File: src/rtl/movement_pkg.sv
// Shared command and FSM encodings for the IR movement controller.
package movement_pkg;

  typedef logic [3:0] cmd_t;

  localparam cmd_t CMD_HOVER      = 4'd0;
  localparam cmd_t CMD_FWD        = 4'd1;
  localparam cmd_t CMD_BACK       = 4'd2;
  localparam cmd_t CMD_RIGHT      = 4'd3;
  localparam cmd_t CMD_LEFT       = 4'd4;
  localparam cmd_t CMD_FWD_RIGHT  = 4'd5;
  localparam cmd_t CMD_FWD_LEFT   = 4'd6;
  localparam cmd_t CMD_BACK_RIGHT = 4'd7;
  localparam cmd_t CMD_BACK_LEFT  = 4'd8;
  localparam cmd_t CMD_INVALID    = 4'd9;

  localparam logic [1:0] ST_STEADY     = 2'd0;
  localparam logic [1:0] ST_WAIT_HOLD  = 2'd1;
  localparam logic [1:0] ST_WAIT_FRAME = 2'd2;

endpackage

File: src/rtl/ir_debounce.sv
// Two-flop synchroniser followed by a stability debouncer for a small sensor bus.
module ir_debounce #(
  parameter int unsigned DEBOUNCE_CYCLES = 1000000,
  parameter int unsigned CNT_W           = 24,
  parameter int unsigned W               = 4
) (
  input  logic         clk,
  input  logic         rst_n,
  input  logic [W-1:0] raw,
  output logic [W-1:0] deb
);

  localparam logic [CNT_W-1:0] CNT_MAX = CNT_W'(DEBOUNCE_CYCLES);

  logic [W-1:0]     sync1_reg;
  logic [W-1:0]     sync2_reg;
  logic [W-1:0]     cand_reg;
  logic [W-1:0]     deb_reg;
  logic [CNT_W-1:0] cnt_reg;

  always_ff @(posedge clk or negedge rst_n) begin
    if (!rst_n) begin
      sync1_reg <= '0;
      sync2_reg <= '0;
      cand_reg  <= '0;
      deb_reg   <= '0;
      cnt_reg   <= '0;
    end else begin
      sync1_reg <= raw;
      sync2_reg <= sync1_reg;
      // Any wobble restarts the stability window on the new value.
      if (sync2_reg != cand_reg) begin
        cand_reg <= sync2_reg;
        cnt_reg  <= '0;
      end else if (cnt_reg != CNT_MAX) begin
        cnt_reg <= cnt_reg + 1'b1;
      end
      if (cnt_reg == CNT_MAX) begin
        deb_reg <= cand_reg;
      end
    end
  end

  assign deb = deb_reg;

endmodule

File: src/rtl/movement_controller.sv
// Turns debounced IR gestures into a held movement command, committed only at frame starts.
module movement_controller
  import movement_pkg::*;
#(
  parameter int unsigned DEBOUNCE_CYCLES = 1000000,
  parameter int unsigned MIN_HOLD_CYCLES = 5000000,
  parameter int unsigned CNT_W           = 24
) (
  input  logic       clk,
  input  logic       rst_n,
  input  logic [3:0] ir_raw,
  input  logic       frame_start,
  output logic [3:0] ir_disp,
  output logic [3:0] cmd,
  output logic       cmd_changed,
  output logic       fault
);

  localparam logic [CNT_W-1:0] HOLD_MAX = CNT_W'(MIN_HOLD_CYCLES);

  logic [3:0]       deb;
  cmd_t             nxt;
  logic [1:0]       state_reg;
  logic [1:0]       state_next;
  cmd_t             pend_cmd_reg;
  logic [3:0]       pend_ir_reg;
  cmd_t             cmd_reg;
  logic [3:0]       ir_disp_reg;
  logic             changed_reg;
  logic             fault_reg;
  logic [CNT_W-1:0] hold_cnt_reg;
  logic             hold_done;
  logic             pend_load;
  logic             commit;
  cmd_t             commit_cmd;
  logic [3:0]       commit_ir;

  ir_debounce #(
    .DEBOUNCE_CYCLES(DEBOUNCE_CYCLES),
    .CNT_W          (CNT_W),
    .W              (4)
  ) u_debounce (
    .clk  (clk),
    .rst_n(rst_n),
    .raw  (ir_raw),
    .deb  (deb)
  );

  // Bits: [0]=back [1]=fwd [2]=right [3]=left; opposing pairs are contradictory.
  always_comb begin
    nxt = CMD_HOVER;
    if ((deb[0] && deb[1]) || (deb[2] && deb[3])) nxt = CMD_INVALID;
    else if (deb[2] && deb[1])                    nxt = CMD_FWD_RIGHT;
    else if (deb[3] && deb[1])                    nxt = CMD_FWD_LEFT;
    else if (deb[2] && deb[0])                    nxt = CMD_BACK_RIGHT;
    else if (deb[3] && deb[0])                    nxt = CMD_BACK_LEFT;
    else if (deb[0])                              nxt = CMD_BACK;
    else if (deb[1])                              nxt = CMD_FWD;
    else if (deb[2])                              nxt = CMD_RIGHT;
    else if (deb[3])                              nxt = CMD_LEFT;
  end

  assign hold_done = (hold_cnt_reg == HOLD_MAX);

  always_comb begin
    state_next = state_reg;
    pend_load  = 1'b0;
    commit     = 1'b0;
    case (state_reg)
      ST_STEADY: begin
        if (nxt != cmd_reg) begin
          if (hold_done) begin
            pend_load  = 1'b1;
            state_next = ST_WAIT_FRAME;
          end else begin
            state_next = ST_WAIT_HOLD;
          end
        end
      end
      ST_WAIT_HOLD: begin
        if (nxt == cmd_reg) begin
          state_next = ST_STEADY;
        end else if (hold_done) begin
          pend_load  = 1'b1;
          state_next = ST_WAIT_FRAME;
        end
      end
      ST_WAIT_FRAME: begin
        if (nxt == cmd_reg) begin
          state_next = ST_STEADY;
        end else begin
          pend_load = (nxt != pend_cmd_reg);
          if (frame_start) begin
            commit     = 1'b1;
            state_next = ST_STEADY;
          end
        end
      end
      default: state_next = ST_STEADY;
    endcase
  end

  // A re-latch coinciding with the frame pulse commits the newest value.
  assign commit_cmd = pend_load ? nxt : pend_cmd_reg;
  assign commit_ir  = pend_load ? deb : pend_ir_reg;

  always_ff @(posedge clk or negedge rst_n) begin
    if (!rst_n) begin
      state_reg    <= ST_STEADY;
      pend_cmd_reg <= CMD_HOVER;
      pend_ir_reg  <= '0;
      cmd_reg      <= CMD_HOVER;
      ir_disp_reg  <= '0;
      changed_reg  <= 1'b0;
      fault_reg    <= 1'b0;
      hold_cnt_reg <= HOLD_MAX;
    end else begin
      state_reg   <= state_next;
      changed_reg <= commit;
      if (pend_load) begin
        pend_cmd_reg <= nxt;
        pend_ir_reg  <= deb;
      end
      if (commit) begin
        cmd_reg      <= commit_cmd;
        ir_disp_reg  <= commit_ir;
        fault_reg    <= (commit_cmd == CMD_INVALID);
        hold_cnt_reg <= '0;
      end else if (!hold_done) begin
        hold_cnt_reg <= hold_cnt_reg + 1'b1;
      end
    end
  end

  assign cmd         = cmd_reg;
  assign ir_disp     = ir_disp_reg;
  assign cmd_changed = changed_reg;
  assign fault       = fault_reg;

endmodule

File: config.mk
export PLATFORM = sky130hd
export DESIGN_NAME = movement_controller
export DESIGN_NICKNAME = d
export VERILOG_FILES = /design/src/rtl/movement_pkg.sv /design/src/rtl/ir_debounce.sv /design/src/rtl/movement_controller.sv
export SDC_FILE = /design/constraint.sdc
export NUM_CORES = 1
export LEC_CHECK = 0
export CAP_MARGIN = 10
export CORE_ASPECT_RATIO = 0.7
export CORE_MARGIN = 8
export CORE_UTILIZATION = 45
export CTS_BUF_LIST = sky130_fd_sc_hd__clkbuf_16
export CTS_CLUSTER_DIAMETER = 50
export DETAILED_ROUTE_END_ITERATION = 6
export PLACE_DENSITY = 0.67
export SLEW_MARGIN = 20
export SYNTH_ARGS = -nofsm -noshare
export SYNTH_HDL_FRONTEND = slang
export SYNTH_SLANG_ARGS = --single-unit
File: constraint.sdc
create_clock -name clk -period 2.75 [get_ports clk]
set_input_delay 0.825 -clock clk [delete_from_list [all_inputs] [get_ports clk]]
set_output_delay 0.825 -clock clk [all_outputs]
set_load 0.01 [all_outputs]
After elaboration in Yosys (flattened, before gate mapping)
Index checks and enable logic that the tools add are counted.
{ "word_totals": {"ff_bits": 84, "inputBits": 7, "out_inout_bits": 10, "wordCells": 69} }
{ "classes": {"n_addsub": 2, "n_eq_ne": 14, "mux": 30, "reduce_logical": 10} }
{ "op_table": {"columns": ["operator", "count"], "rows": [
  ["$mux W24", 4],
  ["$add A24 B1 Y24 const B", 2],
  ["$mux W4", 7],
  ["$eq A24 B20 Y1 const B", 1],
  ["$eq A24 B23 Y1 const B", 1],
  ["$ne A24 B20 Y1 const B", 1],
  ["$mux W2", 6],
  ["$mux W3", 4],
  ["$ne A4 B4 Y1", 3],
  ["$mux W1", 7],
  ["$logic_and A1 B1 Y1", 6],
  ["$ne A3 B3 Y1 const B", 2],
  ["$pmux W2 S3", 1],
  ["$eq A4 B4 Y1", 1],
  ["$eq A4 B4 Y1 const B", 1],
  ["$pmux W1 S3", 1],
  ["$reduce_and A3 Y1", 1],
  ["$eq A2 B1 Y1 const B", 1],
  ["$eq A2 B2 Y1 const B", 1],
  ["$logic_not A2 Y1", 1],
  ["$ne A2 B1 Y1 const B", 1],
  ["$ne A2 B2 Y1 const B", 1],
  ["$reduce_bool A2 Y1", 1],
  ["$logic_or A1 B1 Y1", 1]
]} }

Logic depth before layout (Yosys ltp)
Gate-level depths: netlist of run 1.
{ "depth": {"word_depth": 14, "depth_mapped": 10, "ltp_nobuf": 8} }

Hierarchy
A second synthesis of run 1 with hierarchy kept.
{ "hier_totals": {"cells_unflattened": 442, "hier_area_um2": 4388.0} }
{ "modules_own_cells": {"columns": ["mod", "instances", "cells_per_inst", "area_each_um2", "seq_area_each_um2"], "rows": [
  ["movement_controller", 1, 271, 2565.0, 1111.1],
  ["ir_debounce", 1, 171, 1823.0, 1001.0]
]} }

Least setup slack after synthesis of run 1
No wires, ideal clock.
{ "synth_timing": {"path_type": "register to register", "start": "register hold_cnt_reg[0]", "end": "register cmd_reg[3] (netlist: cmd[3])", "arrival_ps": 2419, "t_required_ps": 2625, "setup_slack_ps": 206, "stages_incl_launch_ff": 11, "n_path_buf": 2, "period_less_slack_ps": 2544, "path_cell_list": "dfrtp_1 > inv_1 > ha_1 > or4b_1 > or3_1 > buf_6 > nor3_4 > a211oi_2 > buf_6 > mux2_4 > mux2_2"} }
{ "synth_between": {"elab_chain_len": 5, "word_cells_on_any_way": 6, "cone_classes": "eq/ne (1); mux (5)"} }
{ "synth_rtl": {"columns": ["element", "line", "rtl"], "rows": [
  ["start, declared", "movement_controller.sv:31", "logic [CNT_W-1:0] hold_cnt_reg;"],
  ["start signal, assigned", "movement_controller.sv:130", "hold_cnt_reg <= hold_cnt_reg + 1'b1;"],
  ["$eq A24 B23 Y1 *", "movement_controller.sv:63", "assign hold_done = (hold_cnt_reg == HOLD_MAX);"],
  ["$mux W1 *", "movement_controller.sv:72, movement_controller.sv:83", null],
  ["$mux W1, on equally long branches", "movement_controller.sv:81, movement_controller.sv:71", null],
  ["$pmux W1 S3 *", "movement_controller.sv:69", "case (state_reg)"],
  ["$mux W4 *", null, null],
  ["end signal, assigned", "movement_controller.sv:125", "cmd_reg <= commit_cmd;"],
  ["end, declared", "movement_controller.sv:27", "cmd_t cmd_reg;"]
]} }
Mark *: on every way between the ends. The rest lies on a longest branch, timed or not.
A chain may end at the register's enable or synchronous reset.

Worst setup path after layout of run 1
{ "layout_timing": {"start": "register hold_cnt_reg[0]", "end": "register ir_disp_reg[3] (netlist: ir_disp[3])"} }
{ "layout_between": {"elab_chain_len": 5, "word_cells_on_any_way": 6, "cone_classes": "eq/ne (1); mux (5)"} }
{ "layout_rtl": {"columns": ["element", "line", "rtl"], "rows": [
  ["$eq A24 B23 Y1 *", "movement_controller.sv:63", null],
  ["$mux W1 *", "movement_controller.sv:72, movement_controller.sv:83", null],
  ["$mux W1, on equally long branches", "movement_controller.sv:81, movement_controller.sv:71", null],
  ["$pmux W1 S3 *", "movement_controller.sv:69", null],
  ["$mux W4 *", null, null],
  ["end signal, assigned", "movement_controller.sv:126", "ir_disp_reg <= commit_ir;"],
  ["end, declared", "movement_controller.sv:28", "logic [3:0] ir_disp_reg;"]
]} }
Marks and branches as above.

==> results of run 1 <==
-- layout make-up --
type,count,area (sq um),area share [%]
clock buffers,9,225,4.43
clock inverters,7,128,2.51
inverters,11,41.3,0.811
multi-input cells,310,2110,41.4
flip-flops and latches,84,2110,41.6
well taps,128,160,3.15
repair buffers,35,313,6.15
-- worst max-delay path, stage by stage, from the launching register on --
cell	delay, ns
dfrtp_1	0.38
inv_1	0.09
ha_1	0.14
or4b_1	0.43
or3_4	0.38
nor3_4	0.21
a211oi_2	0.08
buf_4	0.20
mux2_1	0.31
mux2_2	0.26
-- stage by stage --
step,utilization (%),area (sq um),hold slack [ns],instances
3_5_place_dp,49.4,4730,0.336,568
5_1_grt,53.2,5090,0.353,584
3_3_place_gp,49.4,4730,0.333,568
4_1_cts,53.1,5080,0.352,584
2_1_floorplan,-,4360,0.331,426
6_report,53.2,5090,0.349,584
-- worst max-delay path by stage --
stage,start,to,depth (start not counted)
after floorplan,hold_cnt_reg[0]$_DFFE_PN0P_,cmd[3]$_DFFE_PN0P_,10
after global placement,hold_cnt_reg[0]$_DFFE_PN0P_,ir_disp[3]$_DFFE_PN0P_,9
after detailed placement,hold_cnt_reg[0]$_DFFE_PN0P_,pend_cmd_reg[3]$_DFF_PN0_,8
after CTS,hold_cnt_reg[0]$_DFFE_PN0P_,pend_cmd_reg[3]$_DFF_PN0_,8
after global routing,u_debounce.deb[1]$_DFFE_PN0N_,ir_disp[3]$_DFFE_PN0P_,7
final,hold_cnt_reg[0]$_DFFE_PN0P_,ir_disp[3]$_DFFE_PN0P_,9
-- layer usage --
layer,GRT usage [%],wire length (um)
met2,21.1,3970
met3,3.69,419
met1,20.2,4420
met5,0,0
met4,4.04,93
-- kinds of logic after synthesis --
kind of cell / synth area share, %
AOI/OAI and AO/OA: 6.49
xor gates and xnor gates: 9.44
DFF: 48.4
and+or+nand+nor: 21.9
adders and majority gates: 1.15
muxes: 9.15
buffers and inverters: 3.47
-- cells in the final DEF (no fill, tap or decap), types with 3 or more instances in the layout --
| cell | synthesis | layout |
|---|---|---|
| dfrtp_1 | 76 | 74 |
| nor2_1 | 63 | 62 |
| xnor2_1 | 30 | 30 |
| nand3_1 | 23 | 23 |
| nand2_1 | 22 | 22 |
| buf_4 | 0 | 19 |
| xor2_1 | 17 | 17 |
| mux2_4 | 15 | 15 |
| clkdlybuf4s50_1 | 0 | 15 |
| nor3_1 | 14 | 14 |
| o21ai_0 | 12 | 12 |
| inv_1 | 11 | 11 |
| nand4_1 | 11 | 11 |
| mux2_2 | 9 | 9 |
| clkbuf_16 | 0 | 9 |
| nor4_1 | 8 | 8 |
| dfstp_2 | 8 | 8 |
| or3_1 | 8 | 7 |
| a21oi_1 | 7 | 7 |
| and3_1 | 6 | 6 |
| nand2b_1 | 5 | 5 |
| mux2i_1 | 5 | 5 |
| o21ai_1 | 4 | 4 |
| nor2b_1 | 4 | 4 |
| ha_1 | 4 | 4 |
| o211ai_1 | 3 | 3 |
| and4_1 | 3 | 3 |
| bufinv_16 | 0 | 3 |
| inv_6 | 0 | 3 |
-- what timing repair did --
item / in CTS / in global routing
endpoints found under the setup margin: 0 / 11
endpoints found under the hold margin: 0 / 0
gates resized for setup: 0 / 4
-- power by group --
| group | internal [uW] | switching (uW) |
|---|---|---|
| clock network | 903 | 517 |
| registers | 1250 | 5.49 |
| logic | 16.6 | 33.2 |
| total | 2170 | 556 |
==> results.toml, run 1 <==
[setup_path]
start_kind = "flip-flop"
cp_data_required_time_ns = 2.97
reg2reg_depth = 9
r2r_end = "ir_disp[3]$_DFFE_PN0P_"
r2r_slack_ns = 0.15
critPathKind = "flip-flop to flip-flop"
crit_fanout = 7
cp-end-kind = "flip-flop"
critPathArrivalTime_ns = 2.82
reg2reg_from = "hold_cnt_reg[0]$_DFFE_PN0P_"

[synthesis]
yosys.area.top_type = "dfrtp_1"
yosysMostFrequentCell = "dfrtp_1"
syn_nets = 437
synthDistinctLibCells = 54
syn_inst = 426
async_flop_share_pct = 100
ys_seq_area_share_pct = 48.4
syn-cell-area_sq_um = 4360
syn_avg_cell_area_sq_um = 10.2
ys.flop_type = "dfrtp_1"
synth_top_area_share_pct = 43.6
yosysWarnings = 0
synth_commonest_cells = "76 x dfrtp_1, 63 x nor2_1, 30 x xnor2_1"
ys_ff_latch = 84
synth-edff-count = 0
ys_top_cells_by_area = "dfrtp_1 44%, xnor2_1 6.0%, nor2_1 5.4%"

[cells_and_area]
antenna_cells = 0
nets = 462
syn2layout_area_growth_pct = 16.7
nFillCells = 862
final_layout_size_suffix_gt1_share_pct = 17.3

[die]
start_util_pct = 45.6
die_area_sq_um = 13100
die_h_um = 98.4
coreArea_sq_um = 9570
chipWidth_um = 134
ioPinCount = 17
fp-row-count = 30

[pwr]
leakagePower_uw = 0.00209
p_per_area_nw_per_um2 = 535
ir_drop_mv = 0.299
fin_total_pwr_uw = 2720

[routing]
routedWlPerCell_um = 15.2
routed_wl_um = 8900
dr.pass1.iters = 5
antenna_left = 0
vias_per_cell = 5.42
vias = 3165
drtIter0Drc = 237
drc = 0

[outcome]
status = "finished clean"

[sta]
max_freq_mhz = 385
fin_skew_ns = 0.00616
fin_crit_ns = 2.60
relSlewSlack_pct = 62.8
finalHoldViolCount = 0
final.setup.tns_ns = 0
worstMarginPinSlew_ns = 0.557
setup_viol = 0
drv_slew = 0
period_share_pct = 94.5
layout_setup_ws_ns = 0.150
rsz0062_at_grt = "no"

[worst_hold_path]
min_path_type = "flip-flop to flip-flop"
min_from = "u_debounce.sync1_reg[1]$_DFF_PN0_"
hold_path_end = "u_debounce.sync2_reg[1]$_DFF_PN0_"
min_delay_path_depth = 0

[clocking]
cts-htree-levels = 3
cts_buffer_depth = 2
cts_made_buffers = 9
cts_hold_buf = 0
post_cts_buffers = 0
path_clk_slew_ns = 0.06
cts_tree = "yes"
cts-root-buf = "clkbuf_16"
clkSinkCount = 84
clock_latency_ns = 0.34

[placed_design]
io_buffers = 16
pre_cts_ws_ns = 0.0963
hpwl_um = 6030
gp_congestion = 0.824

[global_route]
antenna_found_initial = 0
grt_pass1_vias = 3076
track_usage_pct = 14.3
overflow = 0
grt_max_degree = 56
grt_pass1_wl_um = 15500

[flow_run]
max_cap_viol_count = 0
(Power assumes the default switching activity.)
==> run 2, diff against run 1 <==
Settings changed: GPL_TIMING_DRIVEN set to 0.
==> results.toml, run 2 (same netlist as run 1, synthesis figures left out) <==
[placed_design]
io_buffers = 16
gp_congestion = 0.913
pre_cts_ws_ns = -0.315
hpwl_um = 6410
dp_cells = 571

[global_route]
antenna_found_initial = 0
grt_pass1_wl_um = 15800
track_usage_pct = 14.9
grt_pass1_vias = 3175
grt_max_degree = 46
overflow = 0

[setup_path]
reg2reg_from = "pend_cmd_reg[1]$_DFF_PN0_"
path_common_cell = "mux2_4"
path_cells = "clkbuf_1 > or3b_1 > a21boi_0 > o211ai_1 > a211oi_2 > buf_4 > mux2_4 > mux2_4"
critPathArrivalTime_ns = 2.89
start_kind = "flip-flop"
r2r_slack_ns = 0.09
slowest_stage = "a211oi_2"
reg2reg_depth = 8
slowest_delay_ns = 0.44
critPathLaunch = "pend_cmd_reg[1]$_DFF_PN0_"
cp-end-kind = "flip-flop"
crit_fanout = 9
r2r_end = "cmd[0]$_DFFE_PN0P_"
critPathKind = "flip-flop to flip-flop"
cp_data_required_time_ns = 2.98

[pwr]
p_per_area_nw_per_um2 = 517
leakagePower_uw = 0.00210
fin_total_pwr_uw = 2650
ir_drop_mv = 0.329

[routing]
dr.pass1.iters = 4
drc = 0
routedWlPerCell_um = 15.6
vias_per_cell = 5.47
routed_wl_um = 9270
vias = 3252
antenna_left = 0
drtIter0Drc = 246

[sta]
max_freq_mhz = 377
finalHoldViolCount = 0
final.setup.tns_ns = 0
relSlewSlack_pct = 34.0
fin_crit_ns = 2.66
fin_skew_ns = 0.00682
layout_setup_ws_ns = 0.0945
setup_viol = 0
worstMarginPinSlew_ns = 0.983
drv_slew = 0
period_share_pct = 96.6

[die]
die_h_um = 98.4
chipWidth_um = 134
coreArea_sq_um = 9570
die_area_sq_um = 13100
ioPinCount = 17
start_util_pct = 45.6
fp-row-count = 30

[cells_and_area]
nets = 473
multi_input_area_sq_um = 2120
instances_no_fill = 595
syn2layout_area_growth_pct = 17.4
antenna_cells = 0
final_common_cell = "dfrtp_1"
finish.utilization_pct = 53.5
final_cell_mix = "75 x dfrtp_1, 62 x nor2_1, 30 x xnor2_1, 23 x nand3_1, 22 x nand2_1"
seq_area_sq_um = 2110
final_layout_size_suffix_gt1_share_pct = 17.3
nFillCells = 829

[clocking]
cts_made_buffers = 9
cts_tree = "yes"
cts-root-buf = "clkbuf_16"
cts_hold_buf = 0
clkSinkCount = 84
clock_latency_ns = 0.35
cts_buffer_depth = 2
path_clk_slew_ns = 0.06
cts-htree-levels = 3

[flow_run]
max_cap_viol_count = 0

[worst_hold_path]
min_from = "u_debounce.sync1_reg[1]$_DFF_PN0_"
hold_path_end = "u_debounce.sync2_reg[1]$_DFF_PN0_"
min_delay_path_depth = 0
min_path_type = "flip-flop to flip-flop"

[outcome]
status = "finished clean"
run 2: changes by cell type in the layout (fill, tap and decap cells not counted), moves of 2 or more:
cell,delta
buf_6,+3
buf_4,-10
clkbuf_2,+2
clkbuf_1,+9
buf_2,+6
run 2: worst max-delay path, delay by kind of cell (launching register included):
kind / cells / cell delay (ns)
AOI/OAI and AO/OA: 3 / 0.78
muxes: 2 / 0.55
buffers and inverters: 2 / 0.45
DFF: 1 / 0.37
and+or+nand+nor: 1 / 0.39
run 2: layout make-up:
class | instances | share of cell area, %
Clock inverter | 7 | 2.05
Timing Repair Buffer | 25 | 4.79
Sequential cell | 84 | 41.3
Tap cell | 128 | 3.13
Buffer | 21 | 2.25
Clock buffer | 9 | 4.40
Inverter | 11 | 0.806
Multi-Input combinational cell | 310 | 41.3
run 2: metal layers:
layer	global-route usage [%]	share of wire [%]	wire (um)
met2	20.3	42	3890
met3	4.82	5.8	541
met4	5.33	1.5	142
met5	0	0	0
met1	21.3	51	4690
run 2: stage by stage:
step                      hold slack (ns)  area (sq um)
after global placement              0.332          4680
after floorplan                     0.331          4360
after CTS                           0.352          5050
final                               0.349          5120
after detailed placement            0.337          4710
after global routing                0.353          5120
run 2: report_power, final:
part / switching [uW] / internal [uW]
clock: 531 / 810
combinational: 35.1 / 18.6
sequential: 5.67 / 1250
run 2: how the worst max path moves through the flow:
stage                                        endpoint  slack (ns)  depth (start not counted)
finish                             cmd[0]$_DFFE_PN0P_        0.09                          8
global route              hold_cnt_reg[5]$_DFFE_PN0P_       -0.01                         10
CTS                                cmd[3]$_DFFE_PN0P_       0.006                         10
detailed placement       hold_cnt_reg[16]$_DFFE_PN0P_       -0.31                          8
global placement    u_debounce.cnt_reg[7]$_DFFE_PN0P_       -2.10                          1
floorplan                          cmd[3]$_DFFE_PN0P_        0.21                         10
run 2: what timing repair did:
item / 4_1_cts / 5_1_grt
gates resized for setup: 4 / 8
pin swaps: 0 / 5
gates cloned: 0 / 1
setup buffers: 1 / 6
endpoints found under the setup margin: 34 / 38
